**src/rtl/contador_crescente_sinc.sv**
```systemverilog
// Synchronous up counter built from JK toggle cells.
// Programmable modulus, parallel load (saturating), count enable,
// combinational terminal count and a sticky overflow flag.
// All cells share clk, so every bit changes on the same edge.

// One JK flip-flop with synchronous active-high reset.
// {j,k}: 00 hold, 01 reset, 10 set, 11 toggle.
module contador_crescente_sinc_jk_cell (
    input  logic clk,
    input  logic rst,
    input  logic j,
    input  logic k,
    output logic q
);

    // JK state update; rst forces 0 regardless of j/k
    always_ff @(posedge clk) begin
        if (rst) begin
            q <= 1'b0;
        end else begin
            case ({j, k})
                2'b00:   q <= q;
                2'b01:   q <= 1'b0;
                2'b10:   q <= 1'b1;
                default: q <= ~q;
            endcase
        end
    end

endmodule

module contador_crescente_sinc #(
    parameter int WIDTH  = 5,
    parameter int MODULO = 32
) (
    input  logic             clk,
    input  logic             rst,
    input  logic             en,
    input  logic             load,
    input  logic [WIDTH-1:0] d,
    input  logic             clr_ovf,
    output logic [WIDTH-1:0] q,
    output logic             tc,
    output logic             ovf
);

    // A modulus below 2 or above the representable range has no sensible
    // count sequence, so refuse to elaborate.
    if (MODULO < 2 || MODULO > (1 << WIDTH)) begin : g_bad_modulo
        $error("contador_crescente_sinc: MODULO out of range 2..2**WIDTH");
    end

    localparam int              MAX_COUNT = MODULO - 1;
    localparam logic [WIDTH-1:0] MAX_Q    = MAX_COUNT[WIDTH-1:0];
    // MODULO itself can equal 2**WIDTH, so it needs one extra bit.
    localparam logic [WIDTH:0]   MOD_EXT  = MODULO[WIDTH:0];

    logic             at_max;
    logic             do_wrap;
    logic [WIDTH-1:0] load_val;
    logic [WIDTH-1:0] carry;
    logic [WIDTH-1:0] j_in;
    logic [WIDTH-1:0] k_in;

    assign at_max   = (q == MAX_Q);
    // Wrap only happens on a counting edge; a load in the same cycle wins.
    assign do_wrap  = en & ~load & at_max;
    // Out-of-range load values saturate at the top of the sequence.
    assign load_val = ({1'b0, d} < MOD_EXT) ? d : MAX_Q;
    assign tc       = en & at_max;

    // carry[i] is high when all lower bits are 1, i.e. bit i must toggle
    // on a plain increment.
    assign carry[0] = 1'b1;
    for (genvar i = 1; i < WIDTH; i++) begin : g_carry
        assign carry[i] = carry[i-1] & q[i-1];
    end

    // Per-bit J/K drive: load sets/clears each bit directly, wrap clears
    // every bit (needed for non power-of-two moduli), counting toggles.
    always_comb begin
        j_in = '0;
        k_in = '0;
        if (load) begin
            j_in = load_val;
            k_in = ~load_val;
        end else if (do_wrap) begin
            j_in = '0;
            k_in = '1;
        end else if (en) begin
            j_in = carry;
            k_in = carry;
        end
    end

    for (genvar i = 0; i < WIDTH; i++) begin : g_cell
        contador_crescente_sinc_jk_cell u_cell (
            .clk (clk),
            .rst (rst),
            .j   (j_in[i]),
            .k   (k_in[i]),
            .q   (q[i])
        );
    end

    // Sticky overflow: a wrap sets it and beats a simultaneous clear.
    always_ff @(posedge clk) begin
        if (rst) begin
            ovf <= 1'b0;
        end else if (do_wrap) begin
            ovf <= 1'b1;
        end else if (clr_ovf) begin
            ovf <= 1'b0;
        end
    end

endmodule

```
**config.mk**
```make
export PLATFORM = sky130hd
export DESIGN_NAME = contador_crescente_sinc
export DESIGN_NICKNAME = d
export VERILOG_FILES = /design/src/rtl/contador_crescente_sinc.sv
export SDC_FILE = /design/constraint.sdc
export NUM_CORES = 1
export LEC_CHECK = 0
export ABC_AREA = 1
export ABC_CLOCK_PERIOD_IN_PS = 1640
export BUFFER_PORTS_ARGS = -buffer_cell sky130_fd_sc_hd__buf_4
export CAP_MARGIN = 20
export CORE_MARGIN = 5
export CORE_UTILIZATION = 45
export CTS_CLUSTER_DIAMETER = 150
export DETAILED_ROUTE_END_ITERATION = 8
export PLACE_DENSITY = 0.77
export REMOVE_ABC_BUFFERS = 1
export SYNTH_ARGS = -nofsm -noshare
export SYNTH_HDL_FRONTEND = slang
export SYNTH_SLANG_ARGS = --single-unit
```
**constraint.sdc**
```tcl
create_clock -name clk -period 1.64 [get_ports clk]
set_clock_uncertainty 0.15 [all_clocks]
set_input_delay 0.164 -clock clk [delete_from_list [all_inputs] [get_ports clk]]
set_output_delay 0.164 -clock clk [all_outputs]
set_load 0.01 [all_outputs]
```
Yosys cells after proc, flatten, opt, wreduce, memory -nomap -nowiden:

Index checks and enable logic that the tools add are counted.

* register bits: 6
* output and inout port bits: 7
* word-level logic and storage cells: 48

* equality and inequality tests: 11
* multiplexer cells: 12
* bitwise logic cells: 13
* reduce and logical (&&, ||, !) cells: 6

Operators with widths (count)
* 5-bit two-way mux: 5
* 1-bit one-hot mux with 3 select lines: 5
* 2-bit by 1-bit == test with 1-bit output, second input constant: 5
* 2-bit == test, second input constant: 5
* 2-bit zero test: 5
* 1-bit bitwise AND: 6
* 1-bit NOT: 6
* 5-bit == test, second input constant: 1
* 5-bit NOT: 1
* 1-bit two-way mux: 2
* 2-bit nonzero test: 1

Logic depth before layout (Yosys ltp):

* depth after elaboration: 8
* gate-level depth with buffers: 11
* depth with buffers taken out: 10

Cells and area by module:

From an unflattened synthesis, not the netlist that was laid out.

* cells, all modules: 102
* area, all modules: 658.1 µm²

Modules (own cells, without submodules)
* contador_crescente_sinc_jk_cell: times used 5, cells each 12, area an instance 82.6 µm², seq. area each 20.0 µm²
* contador_crescente_sinc: times used 1, cells each 42, area an instance 245.2 µm², seq. area each 20.0 µm²

Worst setup path after synthesis:

Ideal clock, no wire load.

* path kind: flip-flop to flip-flop
* start point: register g_cell[0].u_cell.q
* end point: register g_cell[3].u_cell.q
* setup time: 70 ps
* data arrival time: 1303 ps
* data required time: 1420 ps
* slack: 118 ps
* cell stages (with the launch flop): 10
* path through: dfxtp_1 nand2_2 nor2_8 nand2_1 o21ai_1 inv_1 ha_1 nor2_1 nor2_1 a21oi_1

* cells in the longest elaborated chain, start to end: 7
* elaborated cells between the ends (all ways): 13
* those cells by class: eq/ne (3); mux (6); bitwise (3); reduce/logical (1)

Ends and longest elaborated chain
* start: declaration: line 13 `output logic q`
* start signal: assignment: line 22 `2'b00: q <= q;`
* start signal: assignment: line 25 `default: q <= ~q;`
* 1-bit bitwise AND (2 in a row): line 76 `assign carry[i] = carry[i-1] & q[i-1];`
* 5-bit two-way mux: line 90 `end else if (en) begin`
* 5-bit two-way mux: line 87 `end else if (do_wrap) begin`
* 5-bit two-way mux: line 84 `if (load) begin`
* 2-bit == test, or another cell as far along: line 21 `case ({j, k})`
* 1-bit one-hot mux with 3 select lines: line 21
* end signal: assignment: line 22
* end signal: assignment: line 25
* end: declaration: line 13

Parallel ways exist; a longest one is shown, timed or not.
A chain may end at the register's enable or synchronous reset.

Final worst setup path:

* start point: register g_cell[3].u_cell.q
* end point: register g_cell[0].u_cell.q

* cells in the longest elaborated chain, start to end: 6
* elaborated cells between the ends (all ways): 10
* those cells by class: eq/ne (3); mux (5); bitwise (1); reduce/logical (1)

Ends and longest elaborated chain
* 5-bit == test (*): line 65 `assign at_max = (q == MAX_Q);`
* 1-bit bitwise AND (*): line 67 `assign do_wrap = en & ~load & at_max;`
* 5-bit two-way mux: line 87
* 5-bit two-way mux: line 84
* 2-bit == test, or another cell as far along: line 21
* 1-bit one-hot mux with 3 select lines: line 21

Mark *: on every way between the ends. The rest lies on a longest branch, timed or not.

==> impl_metrics.toml <==
[worst_setup_path]
worstPathRequired_ps = 1630
worstSetupPathType = "flip-flop to flip-flop"
startpoint_type = "flip-flop"
critPathArrivalTime_ps = 1560
end_kind = "flip-flop"
r2r-end = "g_cell[0].u_cell.q"
ff2ff_path_depth = 7
r2r_slack_ps = 70
critPathMaxFanout = 4
r2r_start = "g_cell[3].u_cell.q"

[grt]
grt_pass1_wl_mm = 2.18
overflow = 0
antenna_found_initial = 0
first_global_vias = 525
grt_usage_pct = 14.8
grt_start_max_net_pins = 11

[drt]
wl_per_cell_um = 11.7
via_count = 632
drc = 0
ant_nets = 0
drtPass1Iterations = 4
drtIter0Drc = 13
wl_mm = 1.52
routed_via_density = 4.86

[cells_and_area]
instances_no_fill = 130
diodes = 0
final_cell_mix = "21 x nand2_1, 21 x buf_4, 14 x nor2_1"
nets = 132
drive_gt1_share_pct = 38.3
area_delta_synth_final_pct = 32.6

[floorplanning]
core_mm2 = 0.00128
die-area_mm2 = 0.00219
die_w_um = 46.8
initial_core_util_pct = 47.5
rows = 13
num_io_pins = 17
die_y_um = 46.8

[cts]
cts_buffers = 3
ctsHtreeMaxLevel = 1
worstSkewPairLatency_ps = 250
cts_root_buffer = "clkbuf_4"
clock_sinks = 6
cts_tree = "built"
path_clk_slew_ps = 50
clockBufferDepth = 2

[sta]
tightest_slew_ps = 172
hold_slack_ps = 28.1
fmax_mhz = 637
period_minus_slack_ps = 1570
finalSetupViolCount = 0
min_period_over_period_pct = 95.7
finalHoldViolCount = 0
slew_headroom_pct = 88.5
final_max_slew_viol_count = 0
rsz0062_at_grt = "yes"

[power]
vdd_drop_max_mv = 0.347
cellLeakagePower_nw = 0.443
p_sw_mw = 0.182
power_mw = 0.526
switching_share_pct = 34.6
comb_power_share_pct = 38.5
p_clk_share_pct = 27.0
pwr-share-seq_pct = 34.4
powerDensity_mw_per_mm2 = 649
p_int_mw = 0.344

[logic_synthesis]
ys_warn_count = 0
synth_seq_cells = 6
syn-cell-area_um2 = 611
yosysSeqAreaShare_pct = 19.7
synthCells = 96
syn_avg_cell_area_um2 = 6.36
synth.distinct_cells = 22

[placed_design]
portBuffers = 16
gp_congestion = 0.795
hpwl_mm = 1.09
place_inst = 124

[outcome]
status = "finished, final reports clean"

[run]
cap_violations = 0

[worst_hold_path]
hp-class = "input pin to flip-flop"
hold_depth = 4
hp-start = "clr_ovf"
whs_endpoint = "ovf"
worst max-delay path: stages, from the launching register on:
cell and delay [ps]:
dfxtp_4 370, nand2_4 60, nor2_4 180, a21oi_2 80, ha_1 310, nor2_1 110
nand3b_1 130, a21oi_1 70
worst max-delay path by stage:
stage | start | end | slack (ps) | cells after the start
after global routing | g_cell[3].u_cell.q | g_cell[0].u_cell.q | -30 | 7
after floorplan | g_cell[0].u_cell.q | g_cell[3].u_cell.q | 50 | 9
final | g_cell[3].u_cell.q | g_cell[0].u_cell.q | 70 | 7
after detailed placement | g_cell[3].u_cell.q | g_cell[1].u_cell.q | 50 | 8
after CTS | g_cell[3].u_cell.q | g_cell[1].u_cell.q | 20 | 8
after global placement | load | g_cell[0].u_cell.q | 70 | 9
registers in the layout, summed over array words and instances, names as in the netlist:
name	flops
ovf	1
g_cell.u_cell.q	5
through the flow:
stage	TNS [ps]	utilization (%)	cell area, um^2	worst slack [ps]
floorplan	0	-	562	46.0
global placement	0	56.3	723	74.2
detailed placement	0	56.3	723	45.8
CTS	0	58.8	756	22.1
global route	-48.3	63.0	810	-30.0
finish	0	63.0	810	70.9
power by group through the flow:
stage | clock, mW | sequential [mW] | combinational, mW
3_3_place_gp | 0 | 0.176 | 0.179
3_5_place_dp | 0 | 0.177 | 0.184
2_1_floorplan | 0 | 0.186 | 0.0940
4_1_cts | 0.148 | 0.174 | 0.187
6_report | 0.142 | 0.181 | 0.203
5_1_grt | 0.165 | 0.184 | 0.225
per-layer routing:
layer  share of wire, %  global-route usage [%]  vias up
met5                  0                       0        -
li1                   -                       -      336
met2                 51                    23.0       17
met1                 42                    17.0      271
met3                4.7                    3.83        8
met4                3.1                    11.6        0
cell usage after synthesis:
| cell | n | area [um^2] |
|---|---|---|
| ha_1 | 5 | 62.6 |
| nand3_1 | 4 | 20.0 |
| inv_8 | 1 | 11.3 |
| or2_1 | 1 | 6.26 |
| nand2_1 | 23 | 86.3 |
| a21oi_2 | 1 | 8.76 |
| a22oi_1 | 1 | 7.51 |
| nand3b_1 | 1 | 7.51 |
| inv_1 | 14 | 52.6 |
| nand4_1 | 1 | 6.26 |
| buf_4 | 5 | 37.5 |
| nor2_4 | 1 | 11.3 |
| o21ai_0 | 1 | 5.00 |
| nand2_2 | 3 | 18.8 |
| nor2_1 | 16 | 60.1 |
| nor2_8 | 1 | 20.0 |
| buf_6 | 1 | 11.3 |
| a31oi_1 | 1 | 6.26 |
| dfxtp_1 | 6 | 120 |
| o21ai_1 | 1 | 5.00 |
| a21oi_1 | 7 | 35.0 |
| nand2_4 | 1 | 11.3 |
cell families after synthesis:
| logic type | synth area share (%) |
|---|---|
| buffers and inverters | 18.4 |
| AOI/OAI and AO/OA | 11.1 |
| adders and majority gates | 10.2 |
| DFF | 19.7 |
| and+or+nand+nor | 40.6 |
cell type report:
class | instances | area, um^2
clock buffer | 3 | 22.5
fill | 113 | 475
inverter | 15 | 63.8
multi-input combinational | 69 | 405
sequential | 6 | 131
tap | 15 | 18.8
timing repair buffer | 22 | 168
repair_timing:
action	in CTS	in global routing
buffers inserted	0	2
endpoints found under the hold margin	2	0
hold buffers	1	0
gates resized for setup	0	16
endpoints found under the setup margin	0	5
(Power assumes the default switching activity.)
